===== src/rtl/framebuffer_scanout.sv =====
// framebuffer_scanout
//  Pixel-clock read side of the indexed framebuffer. Walks the 8-bit index RAM
//  in raster order with 2x pixel/line doubling, looks each index up in the
//  24-bit palette RAM and emits RGB with delay-matched syncs.
// Ports
//  clk_pixel, reset_n            pixel clock, synchronous active-low reset
//  output_enable                 display enable request, sampled at vsync rise
//  de_in, hsync_in, vsync_in     timing from the video timing generator
//  fb_rgb_addr / fb_rgb_data     index RAM read port (address out, index in)
//  fb_palette_addr / _data       palette RAM read port (index out, {R,G,B} in)
//  rgb_out, de_out, hsync_out,   pixel and syncs to the encoder, all delayed
//  vsync_out                     by LATENCY clocks
//  frame_start                   one-clock pulse on vsync_in rising edge
module framebuffer_scanout #(
   parameter int unsigned FB_WIDTH       = 320,
   parameter int unsigned FB_HEIGHT      = 240,
   parameter int unsigned H_ACTIVE       = 640,
   parameter int unsigned V_ACTIVE       = 480,
   parameter int unsigned FB_RD_LATENCY  = 1,
   parameter int unsigned PAL_RD_LATENCY = 1,
   parameter logic [23:0] BORDER_COLOR   = 24'h000000
) (
   input  logic        clk_pixel,
   input  logic        reset_n,
   input  logic        output_enable,
   input  logic        de_in,
   input  logic        hsync_in,
   input  logic        vsync_in,
   output logic [16:0] fb_rgb_addr,
   input  logic [7:0]  fb_rgb_data,
   output logic [7:0]  fb_palette_addr,
   input  logic [23:0] fb_palette_data,
   output logic [23:0] rgb_out,
   output logic        de_out,
   output logic        hsync_out,
   output logic        vsync_out,
   output logic        frame_start
);

   localparam int unsigned LATENCY = 2 + FB_RD_LATENCY + PAL_RD_LATENCY;
   localparam int unsigned XW      = $clog2(H_ACTIVE + 1);
   localparam int unsigned YW      = $clog2(V_ACTIVE + 1);
   localparam int unsigned AW      = 17;

   localparam logic [XW-1:0] X_FB_END    = XW'(2 * FB_WIDTH);
   localparam logic [XW-1:0] X_ADDR_LAST = XW'(2 * FB_WIDTH - 1);
   localparam logic [YW-1:0] Y_FB_END    = YW'(2 * FB_HEIGHT);
   localparam logic [YW-1:0] Y_LAST_LINE = YW'(2 * FB_HEIGHT - 1);
   localparam logic [AW-1:0] ROW_STEP    = AW'(FB_WIDTH);

   typedef enum logic {
      WAIT_VSYNC = 1'b0,
      ACTIVE     = 1'b1
   } state_t;

   state_t              state;
   logic [XW-1:0]       x;
   logic [YW-1:0]       y;
   logic [AW-1:0]       row_base;
   logic                de_prev;
   logic                vs_prev;
   logic                enabled_q;
   logic [LATENCY-1:0]  de_pipe;
   logic [LATENCY-1:0]  hs_pipe;
   logic [LATENCY-1:0]  vs_pipe;
   logic [LATENCY-2:0]  fb_pipe;

   logic                vs_rise_c;
   logic                de_fall_c;
   logic                in_fb_c;
   logic [AW-1:0]       next_row_base_c;

   assign de_out    = de_pipe[LATENCY-1];
   assign hsync_out = hs_pipe[LATENCY-1];
   assign vsync_out = vs_pipe[LATENCY-1];

   // Edge detects and the row base for the next line (advances after the second copy).
   always_comb begin
      vs_rise_c       = vsync_in & ~vs_prev;
      de_fall_c       = de_prev & ~de_in;
      in_fb_c         = de_in && (x < X_FB_END) && (y < Y_FB_END);
      next_row_base_c = y[0] ? (row_base + ROW_STEP) : row_base;
   end

   // Sync FSM, address generation and the delay-matched read pipeline.
   always_ff @(posedge clk_pixel) begin
      if (!reset_n) begin
         state           <= WAIT_VSYNC;
         x               <= '0;
         y               <= '0;
         row_base        <= '0;
         fb_rgb_addr     <= '0;
         fb_palette_addr <= '0;
         de_prev         <= 1'b0;
         vs_prev         <= 1'b0;
         enabled_q       <= 1'b0;
         de_pipe         <= '0;
         hs_pipe         <= '0;
         vs_pipe         <= '0;
         fb_pipe         <= '0;
         frame_start     <= 1'b0;
         rgb_out         <= BORDER_COLOR;
      end else begin
         de_prev     <= de_in;
         vs_prev     <= vsync_in;
         frame_start <= vs_rise_c;

         de_pipe <= {de_pipe[LATENCY-2:0], de_in};
         hs_pipe <= {hs_pipe[LATENCY-2:0], hsync_in};
         vs_pipe <= {vs_pipe[LATENCY-2:0], vsync_in};
         fb_pipe <= {fb_pipe[LATENCY-3:0], in_fb_c};

         // Index RAM data is the palette address; palette data lands one stage before the output.
         fb_palette_addr <= fb_rgb_data;
         rgb_out <= (fb_pipe[LATENCY-2] && enabled_q && (state == ACTIVE)) ?
                    fb_palette_data : BORDER_COLOR;

         if (vs_rise_c) begin
            // Frame boundary: only point where the enable is sampled, so no mid-frame tearing.
            state       <= ACTIVE;
            enabled_q   <= output_enable;
            x           <= '0;
            y           <= '0;
            row_base    <= '0;
            fb_rgb_addr <= '0;
         end else if (de_in) begin
            if (x != '1) begin
               x <= x + XW'(1);
            end
            // Step after each odd pixel; stop on the row's last word and below the image.
            if (x[0] && (x < X_ADDR_LAST) && (y < Y_FB_END)) begin
               fb_rgb_addr <= fb_rgb_addr + AW'(1);
            end
         end else if (de_fall_c) begin
            x <= '0;
            if (y != '1) begin
               y <= y + YW'(1);
            end
            // Past the last image line the address holds at the final pixel.
            if (y < Y_LAST_LINE) begin
               row_base    <= next_row_base_c;
               fb_rgb_addr <= next_row_base_c;
            end
         end
      end
   end

endmodule


===== config.mk =====
export PLATFORM = sky130hd
export DESIGN_NAME = framebuffer_scanout
export DESIGN_NICKNAME = d
export VERILOG_FILES = /design/src/rtl/framebuffer_scanout.sv
export SDC_FILE = /design/constraint.sdc
export NUM_CORES = 1
export LEC_CHECK = 0
export CAP_MARGIN = 20
export CORE_ASPECT_RATIO = 1.4
export CORE_MARGIN = 10
export CORE_UTILIZATION = 45
export CTS_BUF_LIST = sky130_fd_sc_hd__clkbuf_16
export DETAILED_ROUTE_END_ITERATION = 8
export GPL_TIMING_DRIVEN = 0
export HOLD_SLACK_MARGIN = 0.03
export PLACE_DENSITY = 0.87
export REMOVE_ABC_BUFFERS = 1
export SYNTH_ARGS = -nofsm -noshare
export SYNTH_HDL_FRONTEND = slang
export SYNTH_SLANG_ARGS = --single-unit

===== constraint.sdc =====
create_clock -name clk_pixel -period 1.6 [get_ports clk_pixel]
set_input_delay 0.16 -clock clk_pixel [delete_from_list [all_inputs] [get_ports clk_pixel]]
set_output_delay 0.16 -clock clk_pixel [all_outputs]
set_load 0.005 [all_outputs]

==> impl_metrics.toml, run 1 <==
[run_status]
status = "finished with violations"
violations = "setup timing"

[grt]
grt_pass1_vias = 3768
grt_max_degree = 27
grt-busiest-layer = "met2"
antenna_found_initial = 0
grt.met3_usage = 0.0614
grt_usage = 0.178
grt.overflow.total = 0
use_met2 = 0.310
grt_first_pass_wirelength_um = 19200
use_met1 = 0.177

[placement]
placed_area_um2 = 5020
dp_slack_ns = -1.18
gp_congestion = 0.909
io_buffers = 90
place_hpwl_um = 7480

[yosys]
synth_edf_count = 0
syn_area_um2 = 4040
ys_ff_latch = 97
synth_cells = 423
synth_simple_gate_area_frac = 0.282
synth-xor-area-share = 0.0737
synth-async-reset-ratio = 0
synth_top_family_by_area = "simple AND/OR/NAND/NOR gates"
yosysWarnings = 0
ys.flop_type = "dfxtp_1"
synth_adder_area_share = 0.0155
synth_cell_types = 53
synth.area.mux_share = 0.00526
synth_compound_area_frac = 0.115
avgSynthCellArea_um2 = 9.55
yosysSeqAreaShare = 0.480

[drt]
routed_wl_um = 14100
drt_iter0_drc = 595
via_count = 4023
wl_per_cell_um = 21.4
dr.pass1.iters = 8
viasPerCell = 6.11
ant_nets = 0
drc_errors = 0

[power_and_ir_drop]
powerDensity_nw_per_um2 = 857
power_mw = 5.08
irDropWorstVdd_uv = 1030
p_leak_nw = 2.25

[cts]
h-tree-depth = 3
clockRootBuffer = "clkbuf_16"
path_clk_slew_ns = 0.07
cts_tree = "built"
clk_latency_ns = 0.36
clock_sinks = 97
cts_hold_buf = 0
clk_path_buf_depth = 2
cts_buffers = 9

[die]
die_w_um = 100
die_y_um = 132
num_io_pins = 91
dieArea_um2 = 13200
rows = 40
core_um2 = 8660
initial_core_util = 0.467

[sta]
worst_slew_pin_slew_ns = 0.837
setup_viol = 21
relSlewSlack = 0.442
finalHoldViolations = 0
rsz0062_at_grt = "yes"
hold_slack_ns = 0.274
final_max_slew_viol_count = 0
finalSetupTns_ns = -1.77
setup_slack_ns = -0.269
period_share = 1.17
min_period_ns = 1.87
max_clock_freq_ghz = 0.535
fin_worst_skew_ns = 0.00987

[setup_path]
slowest_delay_ns = 0.35
crit_slowest_cell = "dfxtp_2"
worstSetupStartpointType = "flop"
path_class = "flop to flop"
crit_arrival_ns = 2.11
path_buf_inv = 2
cp-end-kind = "flop"
path_max_fanout = 5
path_cells = "ha_4, nand3_4, o211a_4, a22oi_2, buf_6, buf_6, or3_1, a21oi_1"
crit_required_ns = 1.84
critPathTopFamily = "compound AO/OA/AOI/OAI gates"
cpMostUsedCell = "buf_6"

[layout]
layout_common_cells = "88 x clkdlybuf4s50_1, 62 x dfxtp_1, 51 x and2_1"
antenna_cells = 0
drive_gt1_frac = 0.260
mostFrequentLayoutCell = "clkdlybuf4s50_1"
area_growth_pct = 46.8
design_area_um2 = 5930
nets = 591

[hold_path]
hold_class = "primary input to flop"

[flow_run]
drv_cap = 0
-- cell usage after synthesis, types with 10 or more instances --
cell type,number,area (um2)
dfxtp_1,97,1940
and2_1,53,332
nor2_1,41,154
nand2_1,26,97.6
xor2_1,25,219
nand3_1,18,90.1
a21oi_1,17,85.1
nand4_1,12,75.1
and3_1,10,62.6
-- logic make-up (layout without fill, tap and decap cells) --
family          Yosys count  after routing
fa+ha+maj                 5              5
buf+inv                  24            153
compound gates           68             69
flops                    97             97
xor+xnor                 34             34
mux                       2              2
simple gates            193            193
-- worst min-delay path, cell delays in order --
cell and delay (ns):
buf_2 0.25, nand2_1 0.11, a211oi_1 0.05
-- final timing paths --
kind         startpoint         endpoint  slack [ns]  cells past startpoint
max                x[1]   fb_rgb_addr[4]       -0.27                      8
min               de_in  fb_rgb_addr[13]        0.27                      3
max reg2reg        x[1]   fb_rgb_addr[4]       -0.27                      8
min reg2reg  hs_pipe[0]       hs_pipe[1]        0.44                      1
-- layer usage --
layer  wire (um)  vias to the layer above
li1            -                     1729
met1        5070                     1879
met2        6750                      319
met3        1440                       96
met4         824                        0
met5           0                        -
-- state kept, by name, summed over array words and instances, names as in the netlist --
| register | cells |
|---|---|
| vs_pipe | 4 |
| de_pipe | 4 |
| y | 9 |
| hs_pipe | 4 |
| fb_rgb_addr | 17 |
| state | 1 |
| x | 10 |
| frame_start | 1 |
| fb_palette_addr | 8 |
| enabled_q | 1 |
| fb_pipe | 3 |
| rgb_out | 24 |
| row_base | 11 |
-- final cells by class --
class / instances / area (um2)
Clock inverter: 7 / 86.3
Clock buffer: 9 / 225
Sequential cell: 97 / 2030
Multi-Input combinational cell: 303 / 2200
Inverter: 9 / 33.8
Fill cell: 532 / 2720
Tap cell: 105 / 131
Timing Repair Buffer: 128 / 1230
-- power breakdown --
group / leakage [nW] / internal (mW) / switching [mW] / total (mW)
logic: 1.29 / 0.195 / 0.175 / 0.370
registers: 0.809 / 2.43 / 0.0262 / 2.45
clock network: 0.154 / 1.24 / 1.02 / 2.26
-- repair_timing --
item / 4_1_cts / 5_1_grt
setup endpoints to repair: 72 / 47
pin swaps: 16 / 25
gates resized for setup: 53 / 59
gates cloned: 2 / 0
buffers inserted: 22 / 14
-- per-stage QoR --
stage / instances / util
after global placement: 603 / 0.577
final: 658 / 0.685
after global routing: 658 / 0.685
after detailed placement: 604 / 0.579
after CTS: 644 / 0.651
after floorplan: 408 / -
(Power assumes the default switching activity.)
==> inputs of run 2 (changes only) <==
--- a/config.mk
+++ b/config.mk
@@ -7,13 +7,12 @@
 export LEC_CHECK = 0
 export CAP_MARGIN = 20
 export CORE_ASPECT_RATIO = 1.4
-export CORE_MARGIN = 10
-export CORE_UTILIZATION = 45
+export CORE_UTILIZATION = 50
 export CTS_BUF_LIST = sky130_fd_sc_hd__clkbuf_16
 export DETAILED_ROUTE_END_ITERATION = 8
 export GPL_TIMING_DRIVEN = 0
 export HOLD_SLACK_MARGIN = 0.03
-export PLACE_DENSITY = 0.87
+export PLACE_DENSITY = 0.9
 export REMOVE_ABC_BUFFERS = 1
 export SYNTH_ARGS = -nofsm -noshare
 export SYNTH_HDL_FRONTEND = slang
==> constraint.sdc (replaced) <==
create_clock -name clk_pixel -period 2.1 [get_ports clk_pixel]
set_input_delay 0.21 -clock clk_pixel [delete_from_list [all_inputs] [get_ports clk_pixel]]
set_output_delay 0.21 -clock clk_pixel [all_outputs]
set_load 0.005 [all_outputs]
==> impl_metrics.toml, run 2 (synthesized netlist as in run 1, its figures left out) <==
[run_status]
status = "finished clean"

[sta]
min_period_ns = 2.01
fin_worst_skew_ns = 0.00795
relSlewSlack = 0.489
max_clock_freq_ghz = 0.497
period_share = 0.958
finalHoldViolations = 0
rsz0062_at_grt = "no"
setup_viol = 0
worst_slew_pin_slew_ns = 0.767
final_max_slew_viol_count = 0

[layout]
mostFrequentLayoutCell = "dfxtp_1"
layout_common_cells = "96 x dfxtp_1, 88 x clkdlybuf4s50_1, 53 x and2_1"
antenna_cells = 0
drive_gt1_frac = 0.0970
area_growth_pct = 33.4
design_area_um2 = 5390
largest_reg_flops = 24
nets = 564
nFillCells = 529
largest_register = "rgb_out"
top_regs = "rgb_out x24, fb_rgb_addr x17, row_base x11"

[grt]
grt_usage = 0.239
antenna_found_initial = 0
grt_max_degree = 27
grt_first_pass_wirelength_um = 15800
grt.overflow.total = 0
grt_pass1_vias = 3382

[die]
rows = 38
dieArea_um2 = 8450
die_y_um = 108
die_w_um = 78.0
core_um2 = 7800
initial_core_util = 0.518
num_io_pins = 91

[cts]
clk_latency_ns = 0.35
clockRootBuffer = "clkbuf_16"
clock_sinks = 97
path_clk_slew_ns = 0.06
cts_tree = "built"
clk_path_buf_depth = 2
cts_buffers = 9
h-tree-depth = 3

[flow_run]
drv_cap = 0

[drt]
drc_errors = 0
wl_per_cell_um = 15.8
ant_nets = 0
via_count = 3502
dr.pass1.iters = 6
drt_iter0_drc = 208
viasPerCell = 5.59
routed_wl_um = 9920

[power_and_ir_drop]
powerDensity_nw_per_um2 = 674
power_mw = 3.63
p_leak_nw = 2.07
irDropWorstVdd_uv = 548

[setup_path]
slowest_delay_ns = 0.35
cp-end-kind = "flop"
path_cells = "ha_1, nand3_2, o211a_1, a22oi_2, buf_4, buf_12, or3_1, a21oi_1"
crit_slowest_cell = "or3_1"
worstSetupStartpointType = "flop"
path_max_fanout = 5
r2r_start = "x[0]"
crit_required_ns = 2.37
path_class = "flop to flop"
worst-r2r-setup-slack_ns = 0.09
crit_arrival_ns = 2.28
startpoint = "x[0]"

[placement]
placed_area_um2 = 5010
io_buffers = 90
place_hpwl_um = 6790
gp_congestion = 0.835

[hold_path]
hold_path.startpoint = "fb_palette_data[10]"
hold_class = "primary input to flop"
==> run 2: final cells by class <==
cell class | instances | area, um2 | share of cell area
clock inverters | 7 | 45.0 | 0.00835
inverters | 9 | 33.8 | 0.00626
flip-flops and latches | 97 | 1940 | 0.360
well taps | 100 | 125 | 0.0232
multi-input cells | 303 | 2020 | 0.374
repair buffers | 101 | 1000 | 0.186
clock buffers | 9 | 225 | 0.0418
==> run 2: metrics by stage <==
stage / worst slack, ns / setup TNS, ns / hold WS [ns] / std cells / util
after CTS: 0.0103 / 0 / 0.428 / 621 / 0.685
after floorplan: -0.403 / -5.51 / 0.324 / 408 / -
final: 0.0881 / 0 / 0.433 / 626 / 0.692
after global routing: 0.00183 / 0 / 0.423 / 626 / 0.692
after detailed placement: -0.773 / -16.01 / 0.425 / 599 / 0.642
after global placement: -1.93 / -57.42 / 0.414 / 598 / 0.640
==> run 2: path summary, 6_finish.rpt <==
| kind | depth (start not counted) | endpoint |
|---|---|---|
| max reg2reg | 8 | fb_rgb_addr[5] |
| min | 2 | rgb_out[10] |
| max | 8 | fb_rgb_addr[5] |
| min reg2reg | 1 | hs_pipe[3] |
==> run 2: metal layers <==
| layer | track usage | vias to the layer above | wire (um) |
|---|---|---|---|
| met4 | 0.111 | 0 | 302 |
| li1 | - | 1676 | - |
| met2 | 0.433 | 174 | 5000 |
| met5 | 0 | - | 0 |
| met1 | 0.256 | 1619 | 3920 |
| met3 | 0.0658 | 33 | 693 |
==> run 2: report_power, final <==
group	internal (mW)	total [mW]	leakage [nW]	switching [mW]
Combinational	0.138	0.246	1.14	0.108
Clock	0.802	1.50	0.141	0.697
Sequential	1.87	1.89	0.787	0.0190
==> run 2: critical path: cells and delay by family, from the launching register on <==
family	cells	cell delay, ns
adder cells (fa/ha/maj)	1	0.27
buffers and inverters	2	0.31
flip-flops	1	0.34
AND/OR/NAND/NOR	2	0.49
AO/OA/AOI/OAI	3	0.54
==> run 2: timing repair <==
action | 4_1_cts | 5_1_grt
hold buffers | 0 | 0
cloned | 1 | 0
gates resized for setup | 3 | 3
pin swaps | 2 | 0
endpoints found under the hold margin | 0 | 0
setup buffers | 5 | 5
endpoints found under the setup margin | 17 | 8
==> inputs of run 3 (changes only) <==
--- a/config.mk
+++ b/config.mk
@@ -14,6 +14,7 @@
 export HOLD_SLACK_MARGIN = 0.03
 export PLACE_DENSITY = 0.9
 export REMOVE_ABC_BUFFERS = 1
+export SLEW_MARGIN = 20
 export SYNTH_ARGS = -nofsm -noshare
 export SYNTH_HDL_FRONTEND = slang
 export SYNTH_SLANG_ARGS = --single-unit
==> impl_metrics.toml, run 3 (synthesized netlist as in run 1, its figures left out) <==
[grt]
grt_max_degree = 27
grt.met3_usage = 0.0717
grt.overflow.total = 0
use_met2 = 0.454
antenna_found_initial = 0
grt_pass1_vias = 3453
grt_usage = 0.254
grt_first_pass_wirelength_um = 16600
grt-busiest-layer = "met2"
use_met1 = 0.266

[setup_path]
path_cells = "ha_1, nand3_2, o211a_1, a22oi_2, buf_4, buf_4, or3_1, a21oi_1"
reg2reg_to = "fb_rgb_addr[3]"
worst-path-stages = 8
worst-r2r-setup-slack_ns = 0.09
path_class = "flop to flop"
slowest_delay_ns = 0.34
critPathTopFamily = "compound AO/OA/AOI/OAI gates"
crit_required_ns = 2.37
startpoint = "x[0]"
cpMostUsedCell = "buf_4"
path_buf_inv = 2
r2r_start = "x[0]"
cp-end-kind = "flop"
endpoint = "fb_rgb_addr[3]"
path_max_fanout = 7
r2r_cells = 8
worstSetupStartpointType = "flop"
crit_slowest_cell = "dfxtp_1"
crit_arrival_ns = 2.29

[sta]
setup_slack_ns = 0.0858
min_period_ns = 2.01
fin_worst_skew_ns = 0.00920
relSlewSlack = 0.491
hold_slack_ns = 0.427
rsz0062_at_grt = "no"
period_share = 0.959
max_clock_freq_ghz = 0.496
final_max_slew_viol_count = 0
setup_viol = 0
finalHoldViolations = 0
worst_slew_pin_slew_ns = 0.763

[die]
die_w_um = 78.0
num_io_pins = 91
dieArea_um2 = 8450
initial_core_util = 0.518
core_um2 = 7800
die_y_um = 108
rows = 38

[layout]
nFillCells = 539
top_regs = "rgb_out x24, fb_rgb_addr x17, row_base x11"
layout_common_cells = "96 x dfxtp_1, 88 x clkdlybuf4s50_1, 53 x and2_1"
mostFrequentLayoutCell = "dfxtp_1"
area_growth_pct = 33.5
largest_register = "rgb_out"
drive_gt1_frac = 0.0987
antenna_cells = 0
largest_reg_flops = 24
nets = 565

[power_and_ir_drop]
powerDensity_nw_per_um2 = 677
power_switching_mw = 0.845
p_seq_frac = 0.517
irDropWorstVdd_uv = 600
power_frac_comb = 0.068
p_leak_nw = 2.07
clkPwrFrac = 0.415
p_int_mw = 2.81
swShare = 0.231

[cts]
clk_latency_ns = 0.35
path_clk_slew_ns = 0.07
cts_tree = "built"
cts_hold_buf = 0
clockRootBuffer = "clkbuf_16"
h-tree-depth = 3
clock_sinks = 97
clk_path_buf_depth = 2
cts_buffers = 9

[placement]
dp_slack_ns = -0.758
io_buffers = 90
gp_congestion = 0.835
place_hpwl_um = 6800

[drt]
drt_iter0_drc = 198
routed_wl_um = 10300
viasPerCell = 5.71
dr.pass1.iters = 5
via_count = 3582
wl_per_cell_um = 16.4
drc_errors = 0
ant_nets = 0

[flow_run]
drv_cap = 0

[hold_path]
hold_class = "primary input to flop"

[run_status]
status = "finished clean"
## run 3: cell count changes in the layout (fill, tap and decap cells not counted)
cell / before / now
buf_4: 9 / 11
buf_12: 1 / 0
o21ai_2: 1 / 0
o21ai_4: 0 / 1
## run 3: area by class of cell
type	count	area, um2	share of cell area
Clock buffer	9	225	0.0417
Inverter	9	33.8	0.00626
Multi-Input combinational cell	303	2020	0.375
Sequential cell	97	1940	0.360
Tap cell	100	125	0.0232
Clock inverter	7	45.0	0.00835
Timing Repair Buffer	102	1000	0.185
## run 3: worst min path at each step
stage                              from  slack [ns]          end  depth (start not counted)
floorplan                       reset_n        0.32        state                          1
global placement             fb_pipe[1]        0.41   fb_pipe[2]                          1
detailed placement           hs_pipe[0]        0.42   hs_pipe[1]                          1
CTS                  fb_palette_data[1]        0.42   rgb_out[1]                          2
global route         fb_palette_data[1]        0.44   rgb_out[1]                          2
finish              fb_palette_data[17]        0.43  rgb_out[17]                          2
## run 3: per-stage QoR
| step | instances | util | cell area (um2) | power [mW] | TNS, ns |
|---|---|---|---|---|---|
| after detailed placement | 599 | 0.643 | 5020 | 2.15 | -17.25 |
| after global placement | 598 | 0.640 | 4990 | 2.14 | -57.42 |
| after CTS | 622 | 0.685 | 5350 | 3.65 | 0 |
| after floorplan | 408 | - | 3970 | 2.01 | -5.51 |
| after global routing | 627 | 0.692 | 5400 | 3.77 | 0 |
| final | 627 | 0.692 | 5400 | 3.65 | 0 |
## run 3: what timing repair did
item,CTS,global route
endpoints found under the setup margin,20,11
gates resized for setup,3,3
cloned,1,0
pin swaps,2,0
buffers inserted,6,5
## run 3: metal layers
layer,routed length (um),share of wire
met1,3840,0.37
met2,5260,0.51
met3,804,0.078
met4,392,0.038
met5,0,0
## run 3: power groups by stage
stage | clock (mW) | sequential [mW] | combinational (mW)
detailed placement | 0 | 1.93 | 0.222
global route | 1.62 | 1.89 | 0.266
finish | 1.52 | 1.89 | 0.248
global placement | 0 | 1.93 | 0.209
CTS | 1.53 | 1.89 | 0.240
floorplan | 0 | 1.93 | 0.0835
## run 3: worst reg2reg max path, delay by kind of cell, from the launching register on
| family | cells | cell delay [ns] |
|---|---|---|
| fa+ha+maj | 1 | 0.27 |
| buf+inv | 2 | 0.32 |
| flops | 1 | 0.34 |
| simple gates | 2 | 0.48 |
| compound gates | 3 | 0.53 |
